===== config.mk =====
export PLATFORM = sky130hd
export DESIGN_NAME = montacarga_call_scheduler
export DESIGN_NICKNAME = d
export VERILOG_FILES = /design/src/rtl/montacarga_call_scheduler.sv
export SDC_FILE = /design/constraint.sdc
export NUM_CORES = 1
export LEC_CHECK = 0
export ABC_AREA = 1
export ABC_CLOCK_PERIOD_IN_PS = 2750
export BUFFER_PORTS_ARGS = -buffer_cell sky130_fd_sc_hd__buf_2
export CAP_MARGIN = 30
export CORE_MARGIN = 8
export CORE_UTILIZATION = 35
export CTS_CLUSTER_SIZE = 10
export DETAILED_ROUTE_END_ITERATION = 7
export GPL_ROUTABILITY_DRIVEN = 1
export PLACE_DENSITY = 0.5
export SLEW_MARGIN = 30
export SYNTH_ARGS = -nofsm -noshare
export SYNTH_HDL_FRONTEND = slang
export SYNTH_SLANG_ARGS = --single-unit

===== constraint.sdc =====
create_clock -name clk -period 2.75 [get_ports clk]
set_input_delay 0.825 -clock clk [delete_from_list [all_inputs] [get_ports clk]]
set_output_delay 0.825 -clock clk [all_outputs]
set_load 0.02 [all_outputs]

===== src/rtl/montacarga_call_scheduler.sv =====
// montacarga_call_scheduler: SCAN call scheduler for a 3-floor freight lift with dwell timing and latched fault.
// Floors are kept as index 0..2 internally; the display code is index+1.
module montacarga_call_scheduler #(
    parameter int DWELL_CYCLES   = 8000000,
    parameter int TRAVEL_TIMEOUT = 40000000
) (
    input  logic       clk,
    input  logic       reset,
    input  logic [2:0] P,
    input  logic [2:0] FC,
    output logic [1:0] motor,
    output logic [1:0] visual,
    output logic       enable,
    output logic [2:0] pending,
    output logic       fault
);
    localparam int CMAX = DWELL_CYCLES > TRAVEL_TIMEOUT ? DWELL_CYCLES : TRAVEL_TIMEOUT;
    localparam int CW   = $clog2(CMAX + 1);

    typedef enum logic [2:0] {IDLE, MOVE_UP, MOVE_DOWN, DWELL, FAULT} state_t;

    state_t          state_q, state_d;
    logic [1:0]      floor_q, floor_d;
    logic            dir_up_q, dir_up_d;
    logic [2:0]      pend_q, pend_d;
    logic [CW-1:0]   cnt_q, cnt_d;
    logic [2:0]      p_s1_q, p_s2_q, p_s3_q, fc_s1_q, fc_s2_q;

    logic [2:0] rise, set_m, clr_m, cur_oh, nxt_oh, opp_oh, above_m, below_m;
    logic [1:0] nxt;
    logic       up, above, below, multi_fc;

    always_comb begin
        rise     = p_s2_q & ~p_s3_q;
        cur_oh   = 3'b001 << floor_q;
        up       = state_q == MOVE_UP;
        nxt      = up ? floor_q + 2'd1 : floor_q - 2'd1;
        nxt_oh   = 3'b001 << nxt;
        // floor on the side the car is leaving; shifts out to zero at the end floors
        opp_oh   = up ? cur_oh >> 1 : cur_oh << 1;
        above_m  = ~(cur_oh | (cur_oh - 3'd1));
        below_m  = cur_oh - 3'd1;
        above    = |(pend_q & above_m);
        below    = |(pend_q & below_m);
        multi_fc = (fc_s2_q & (fc_s2_q - 3'd1)) != 3'd0;
        set_m    = (state_q == IDLE || state_q == DWELL) ? rise & ~cur_oh : rise;
        clr_m    = 3'd0;
        state_d  = state_q;
        floor_d  = floor_q;
        dir_up_d = dir_up_q;
        cnt_d    = cnt_q;
        case (state_q)
            IDLE: begin
                cnt_d = '0;
                if (multi_fc) state_d = FAULT;
                else if (above && (dir_up_q || !below)) begin
                    state_d  = MOVE_UP;
                    dir_up_d = 1'b1;
                end else if (below) begin
                    state_d  = MOVE_DOWN;
                    dir_up_d = 1'b0;
                end
            end
            MOVE_UP, MOVE_DOWN: begin
                cnt_d = cnt_q + CW'(1);
                if (cnt_q == CW'(TRAVEL_TIMEOUT - 1) || multi_fc || |(fc_s2_q & opp_oh)) state_d = FAULT;
                else if (|(fc_s2_q & nxt_oh)) begin
                    floor_d = nxt;
                    cnt_d   = '0;
                    if (|(pend_q & nxt_oh) || nxt == (up ? 2'd2 : 2'd0)) begin
                        clr_m   = nxt_oh;
                        state_d = DWELL;
                    end
                end
            end
            DWELL: begin
                if (|(rise & cur_oh)) cnt_d = '0;
                else if (cnt_q == CW'(DWELL_CYCLES - 1)) begin
                    state_d = IDLE;
                    cnt_d   = '0;
                end else cnt_d = cnt_q + CW'(1);
            end
            default: state_d = FAULT;
        endcase
        pend_d = state_d == FAULT ? 3'd0 : (pend_q | set_m) & ~clr_m;
    end

    always_ff @(posedge clk) begin
        if (reset) begin
            state_q  <= IDLE;
            floor_q  <= 2'd0;
            dir_up_q <= 1'b1;
            pend_q   <= 3'd0;
            cnt_q    <= '0;
            p_s1_q   <= 3'd0;
            p_s2_q   <= 3'd0;
            p_s3_q   <= 3'd0;
            fc_s1_q  <= 3'd0;
            fc_s2_q  <= 3'd0;
        end else begin
            state_q  <= state_d;
            floor_q  <= floor_d;
            dir_up_q <= dir_up_d;
            pend_q   <= pend_d;
            cnt_q    <= cnt_d;
            p_s1_q   <= P;
            p_s2_q   <= p_s1_q;
            p_s3_q   <= p_s2_q;
            fc_s1_q  <= FC;
            fc_s2_q  <= fc_s1_q;
        end
    end

    assign motor   = up ? 2'b01 : state_q == MOVE_DOWN ? 2'b10 : 2'b00;
    assign enable  = state_q == IDLE || state_q == DWELL;
    assign visual  = enable ? floor_q + 2'd1 : 2'd0;
    assign fault   = state_q == FAULT;
    assign pending = pend_q;
endmodule


==> results.md, run 1 <==
* Hold Path End: p_s2_q[2]
* final clock skew: 0.00804 ns
* Routed wire per std cell: 12.2 um
* postcts setup bufs: 0
* total met2 wirelength after detailed routing: 2920 um
* hold path startpoint: p_s1_q[2]
* area of the mapped netlist: 2870 um2
* DRC violation count after routing: 0
* critical path cell sequence: inv_1 > nor2_1 > inv_1 > nand2_1 > inv_1 > nor2_1 > buf_2
* utilization after layout: 39.1%
* switching power: 0.000375 W
* Max Slew Vio Count: 0
* setup_tns: 0 ns
* main combinational cell family by area after synthesis: simple AND/OR/NAND/NOR gates
* antenna diode count: 0
* ratio of cells with drive above 1 in the final layout: 11.4%
* most numerous cell on the critical path: inv_1
* cell at the root of the clock tree: clkbuf_8
* maximum fanout along the worst path: 8
* hold path depth: 2
* length of routed met3 wiring: 237 um
* area grow syn2layout: 10.5%
* nature of the critical path startpoint: flip-flop
* Buffers on Ports: 16
* synthesized instance count: 440
* Worst-path clk slew: 0.10 ns
* DR iter-0 viols: 98
* area of the multi-input gates: 1560 um2
* half-perimeter wire length of the detailed placement result: 5100 um
* placed inst area: 3050 um2
* first-pass iteration count of the detailed router: 4
* Sw Share: 26.2%
* height of the die: 107 um
* shortest clock period the worst path allows after layout: 2.57 ns
* TritonCTS Buffers: 5
* Worst Setup Slack post-DPL: 0.378 ns
* topmost layer with routed signal wires: met4
* area of the core: 8090 um2
* residual antenna-violating net count after detailed routing: 0
* setup repair after global routing missed its margin: false
* Final Instance Area: 3170 um2
* kind of end point of the critical path: output pin
* Compound-Gate Fraction of Synth Area: 3.80%
* data arrival time of the critical path: 1.75 ns
* CP required: 1.93 ns
* Setup CP Type: reg -> out
* slowest stage delay, CP: 0.52 ns
* count of cell types in the netlist: 34
* first-pass GRT wire length: 11900 um
* clock tree from TritonCTS: yes
* Lkg Pwr: 1.44 nW
* initial core utilization: 35.4%
* smallest setup slack after layout: 0.176 ns
* Cell Rows: 33
* final count of hold timing violations: 0
* adder-cell share of the synthesized area: 2.62%
* number of global-route vias before repair: 2467
* total global routing overflow: 0
* detailed-route via count: 2634
* sequential element share of the synthesized area: 34.9%
* Pwr Total: 0.00143 W
* pin count of the biggest net entering global routing: 24
* simple-gate share of the synthesized area: 42.6%
* cell internal pwr: 0.00106 W
* Clock Sinks: 50
* number of setup violations in the final report: 0
* Worst Reg2Reg Path Length in Cells: 10
* relative slew slack: 66.4%
* sequential standard cell area: 1000 um2
* most frequent standard cell in the layout excluding fill and tap cells: nor2_1
* gp weighted congestion: 0.905
* period utilization: 93.6%
* overall die width: 107 um
* wire length on met1: 3600 um
* routed wire length: 6840 um
* result of the run: completed
* commonest cells after routing, fill and taps aside: nor2_1, nand2_1, inv_1, dfxtp_1, nand3_1
* worst flop-to-flop path startpoint: floor_q[0]
* floorplan die area: 11300 um2
* clock latency reported for the late side of the worst-skew pair: 0.32 ns
* sequential group share of total power: 52.4%
* FF-to-FF setup slack: 0.48 ns
* Hold Path Class: reg -> reg
* number of synthesis warnings: 0
* Synth Register Bits: 50
* Achievable Freq: 389 MHz
* multiplexer share of the synthesized area: 0%
* clock share of power: 38.8%
* Max-cap violations: 0
* number of nets produced by synthesis: 454
* power share of the combinational group: 8.8%
* number of fill cells in the layout: 916
* Worst path slowest cell: dfxtp_1
* CTS H-tree depth: 2
* io pins: 17
* number of nets at the end of the flow: 470
* mean number of vias per cell: 4.69
* GRT Resource Usage Total: 12.7%
* worst IR drop on VDD: 215 uV
* PwrDens: 452 nW/um2
* number of antenna violations at the first check in global routing: 0
* Tightest Pin Transition: 0.499 ns
* number of buffers on the longest clock path: 2
* worst r2r dst: cnt_q[18]
* xor/xnor cell area share of the yosys netlist: 5.50%
* Mean Syn Cell Area: 6.51 um2
[worst max-delay path: cells and delay by family (launching register included)]
family | cells | cell delay [ns]
buf+inv | 4 | 0.47
simple gates | 3 | 0.45
flops | 1 | 0.52
[routing by layer]
layer | up-vias | GRT usage (%)
li1 | 1408 | -
met1 | 1181 | 17.8
met2 | 38 | 19.4
met3 | 7 | 2.18
met4 | 0 | 3.42
met5 | - | 0
[cell families (layout without fill, tap and decap cells)]
| logic type | after synthesis | in the layout |
|---|---|---|
| fa+ha+maj | 6 | 6 |
| flops | 50 | 50 |
| simple gates | 271 | 271 |
| xor+xnor | 18 | 18 |
| buf+inv | 76 | 93 |
| compound gates | 19 | 19 |
[power groups by stage]
| stage | logic [W] | registers [W] | clock network [W] |
|---|---|---|---|
| 2_1_floorplan | 0.0000937 | 0.000765 | 0 |
| 3_3_place_gp | 0.000127 | 0.000767 | 0 |
| 3_5_place_dp | 0.000128 | 0.000767 | 0 |
| 4_1_cts | 0.000128 | 0.000750 | 0.000575 |
| 5_1_grt | 0.000143 | 0.000753 | 0.000598 |
| 6_report | 0.000126 | 0.000750 | 0.000556 |
[Yosys cell counts (all sizes together)]
cell	count	share of area (%)
a22oi	2	0.52
or2	4	0.87
dfxtp	50	35
nand4	17	4.2
o21bai	3	0.79
a21oi	7	1.2
and2	1	0.22
nor4	3	0.65
xor2	14	4.3
buf	8	1.7
nand3b	4	1.0
a31oi	1	0.22
nor3b	1	0.26
nand3	38	7.6
nor3	12	2.3
ha	6	2.6
xnor2	4	1.2
clkbuf	3	0.39
o21ai	6	1.0
nand2	93	12
nor2	98	13
inv	65	8.5
[worst max-delay path by stage]
stage               start   endpoint  slack (ns)  cells past startpoint
2_1_floorplan  state_q[2]  visual[0]        0.58                      7
3_3_place_gp   floor_q[0]   cnt_q[0]        0.45                     10
3_5_place_dp   floor_q[0]  cnt_q[16]        0.38                     10
4_1_cts        floor_q[0]  visual[1]        0.13                      5
5_1_grt        state_q[0]  visual[1]        0.03                      7
6_report       state_q[0]  visual[1]        0.18                      7
[registers in the layout, indices dropped and copies added (netlist names)]
name	flops
floor_q	2
p_s1_q	3
cnt_q	26
fc_s2_q	3
state_q	3
pending	3
p_s3_q	3
p_s2_q	3
dir_up_q	1
fc_s1_q	3
[repair_timing]
action / 4_1_cts / 5_1_grt
gates resized for setup: 0 / 1
endpoints found under the setup margin: 0 / 1
hold buffers: 0 / 0
[through the flow]
stage | hold slack, ns | cells
final | 0.407 | 562
after global placement | 0.389 | 554
after global routing | 0.421 | 562
after CTS | 0.409 | 562
after detailed placement | 0.393 | 554
after floorplan | 0.388 | 440
[layout make-up]
class | instances | area share [%]
sequential | 50 | 31.6
multi-input combinational | 314 | 49.3
clock inverter | 3 | 1.50
tap | 105 | 4.15
clock buffer | 5 | 2.17
timing repair buffer | 20 | 3.48
inverter | 65 | 7.70
Note: power is estimated with default switching activity, not from simulation.
==> run 2: changes to the inputs <==
ABC_AREA = unset   (was 1)
==> results.md, run 2 <==
* mean number of vias per cell: 5.20, +11%
* DRC violation count after routing: 0, unchanged
* first-pass GRT wire length: 11400 um, -4.5%
* final count of hold timing violations: 0, unchanged
* number of buffers on the longest clock path: 2, unchanged
* Hold Path Class: reg -> reg
* number of nets at the end of the flow: 365, -22%
* hold path depth: 1, -1
* Synth Register Bits: 50, unchanged
* Clock Sinks: 50, unchanged
* worst IR drop on VDD: 226 uV, +4.8%
* nature of the critical path startpoint: flip-flop
* result of the run: completed
* number of fill cells in the layout: 813, -11%
* Max Slew Vio Count: 0, unchanged
* Cell Rows: 32, -3.0%
* Lkg Pwr: 1.06 nW, -27%
* overall die width: 105 um, -1.3%
* number of global-route vias before repair: 2290, -7.2%
* ratio of cells with drive above 1 in the final layout: 12.2%, +0.84 points
* routed wire length: 6580 um, -3.8%
* PwrDens: 483 nW/um2, +6.7%
* final clock skew: 0.00790 ns, -0.000141 ns
* number of setup violations in the final report: 0, unchanged
* number of enable flip-flop cells after synthesis: 0, unchanged
* area of the multi-input gates: 1620 um2, +3.7%
* relative slew slack: 61.8%, -4.7 points
* sequential standard cell area: 1000 um2, -0.12%
* sequential element share of the synthesized area: 36.0%, +1.1 points
* number of synthesis warnings: 0, unchanged
* worst flop-to-flop path startpoint: floor_q[1]
* count of cell types in the netlist: 53, +56%
* Setup CP Type: reg -> out
* initial core utilization: 36.0%, +0.54 points
* first-pass iteration count of the detailed router: 4, unchanged
* CTS H-tree depth: 2, unchanged
* synthesized instance count: 339, -23%
* GRT Resource Usage Total: 12.2%, -0.53 points
* Critical Path Start: floor_q[1]
* number of antenna violations at the first check in global routing: 0, unchanged
* leading area contributor after synthesis: dfxtp_1
* Mean Syn Cell Area: 8.20 um2, +26%
* Worst-path clk slew: 0.10 ns, about the same
* residual antenna-violating net count after detailed routing: 0, unchanged
* commonest cells after routing, fill and taps aside: dfxtp_1, nand2_1, nor2_1, a21oi_1, nor2b_1
* most frequent cells after synthesis: dfxtp_1, nand2_1, a21oi_1, nor2_1, nor2b_1
* CP required: 1.93 ns, about the same
* half-perimeter wire length of the detailed placement result: 4710 um, -7.7%
* area share of the leading cell type in the synthesized netlist: 36.0%, +1.1 points
* kind of end point of the critical path: output pin
* area grow syn2layout: 10.7%
* share of synthesized flip-flops with an asynchronous set or reset: 0%, unchanged
* clock latency reported for the late side of the worst-skew pair: 0.31 ns, about the same
* Achievable Freq: 394 MHz, +1.4%
* floorplan die area: 11000 um2, -2.6%
* total global routing overflow: 0, unchanged
* cell at the root of the clock tree: clkbuf_8
* max FFs per register: 26, unchanged
* Buffers on Ports: 16, unchanged
* hold path startpoint: p_s1_q[1]
* Max-cap violations: 0, unchanged
* area of the core: 7730 um2, -4.5%
* Routed wire per std cell: 14.5 um, +19%
* area of the mapped netlist: 2780 um2, -3.1%
* TritonCTS Buffers: 5, unchanged
* clock tree from TritonCTS: yes
* detailed-route via count: 2362, -10%
* number of nets produced by synthesis: 353, -22%
* most frequent standard cell in the layout excluding fill and tap cells: dfxtp_1
* Worst Reg2Reg Path Length in Cells: 8, -2
* DR iter-0 viols: 140, +43%
* data arrival time of the critical path: 1.71 ns, -0.04 ns
* setup_tns: 0 ns, unchanged
* maximum fanout along the worst path: 14, +6
* Gates resized, CTS repair: 0, unchanged
* ys flop type: dfxtp_1
* most area-consuming cells after synthesis: dfxtp_1, a21oi_1, nor2b_1
* shortest clock period the worst path allows after layout: 2.54 ns, -0.0343 ns
* antenna diode count: 0, unchanged
* CTS Hold Bufs: 0, unchanged
* pin count of the biggest net entering global routing: 28, +17%
* gp weighted congestion: 0.851, -6.0%
* register name with the most flops: cnt_q
* postcts setup bufs: 0, unchanged
* io pins: 17, unchanged
* most instantiated library cell after synthesis: dfxtp_1
* height of the die: 105 um, -1.3%
* Pwr Total: 0.00148 W, +3.7%
* Tightest Pin Transition: 0.568 ns, +0.0695 ns
* period utilization: 92.3%, -1.2 points
* setup repair after global routing missed its margin: false
[run 2: path summary, 6_finish.rpt]
| path | endpoint | slack, ns |
|---|---|---|
| worst max-delay path | visual[1] | 0.21 |
| worst min-delay path | p_s2_q[1] | 0.45 |
| worst max register to register | cnt_q[17] | 0.27 |
| worst min register to register | p_s2_q[1] | 0.45 |
[run 2: cells by family (layout without fill, tap and decap cells)]
kind of cell | after synthesis | in the layout | share of synthesized area (%)
AO/OA/AOI/OAI | 66 | 66 | 15.9
XOR/XNOR | 14 | 14 | 4.41
adder cells (fa/ha/maj) | 7 | 7 | 3.06
buffers and inverters | 28 | 41 | 5.67
flip-flops | 50 | 50 | 36.0
multiplexers | 3 | 3 | 1.26
AND/OR/NAND/NOR | 171 | 171 | 33.7
[run 2: worst max-delay path, cell delays in order (launching register included)]
cell and delay, ns:
dfxtp_1 0.40, inv_1 0.10, ha_1 0.55, and2_1 0.20, buf_2 0.16
[run 2: area by class of cell]
class	instances	area share, %
Clock inverter	3	2.24
Timing Repair Buffer	25	4.80
Tap cell	102	4.15
Clock buffer	5	2.24
Inverter	8	1.38
Sequential cell	50	32.5
Multi-Input combinational cell	261	52.7
[run 2: stage by stage]
stage / instance area [um2] / std cells / hold slack, ns / worst slack, ns / utilization, %
5_1_grt: 3080 / 454 / 0.467 / 0.0250 / 39.8
6_report: 3080 / 454 / 0.449 / 0.211 / 39.8
3_5_place_dp: 2940 / 446 / 0.428 / 0.302 / 38.0
3_3_place_gp: 2940 / 446 / 0.424 / 0.354 / 38.0
4_1_cts: 3080 / 454 / 0.456 / 0.199 / 39.8
2_1_floorplan: 2780 / 339 / 0.414 / 0.0605 / -
[run 2: metal layers]
layer / track usage (%) / wire length [um]
met1: 16.8 / 3480
met2: 18.9 / 2920
met3: 2.40 / 165
met4: 2.96 / 17
met5: 0 / 0
[run 2: power by group]
part	internal, W	switching, W	leakage (nW)
logic	0.0000403	0.0000695	0.581
registers	0.000737	0.0000109	0.406
clock network	0.000365	0.000262	0.0683
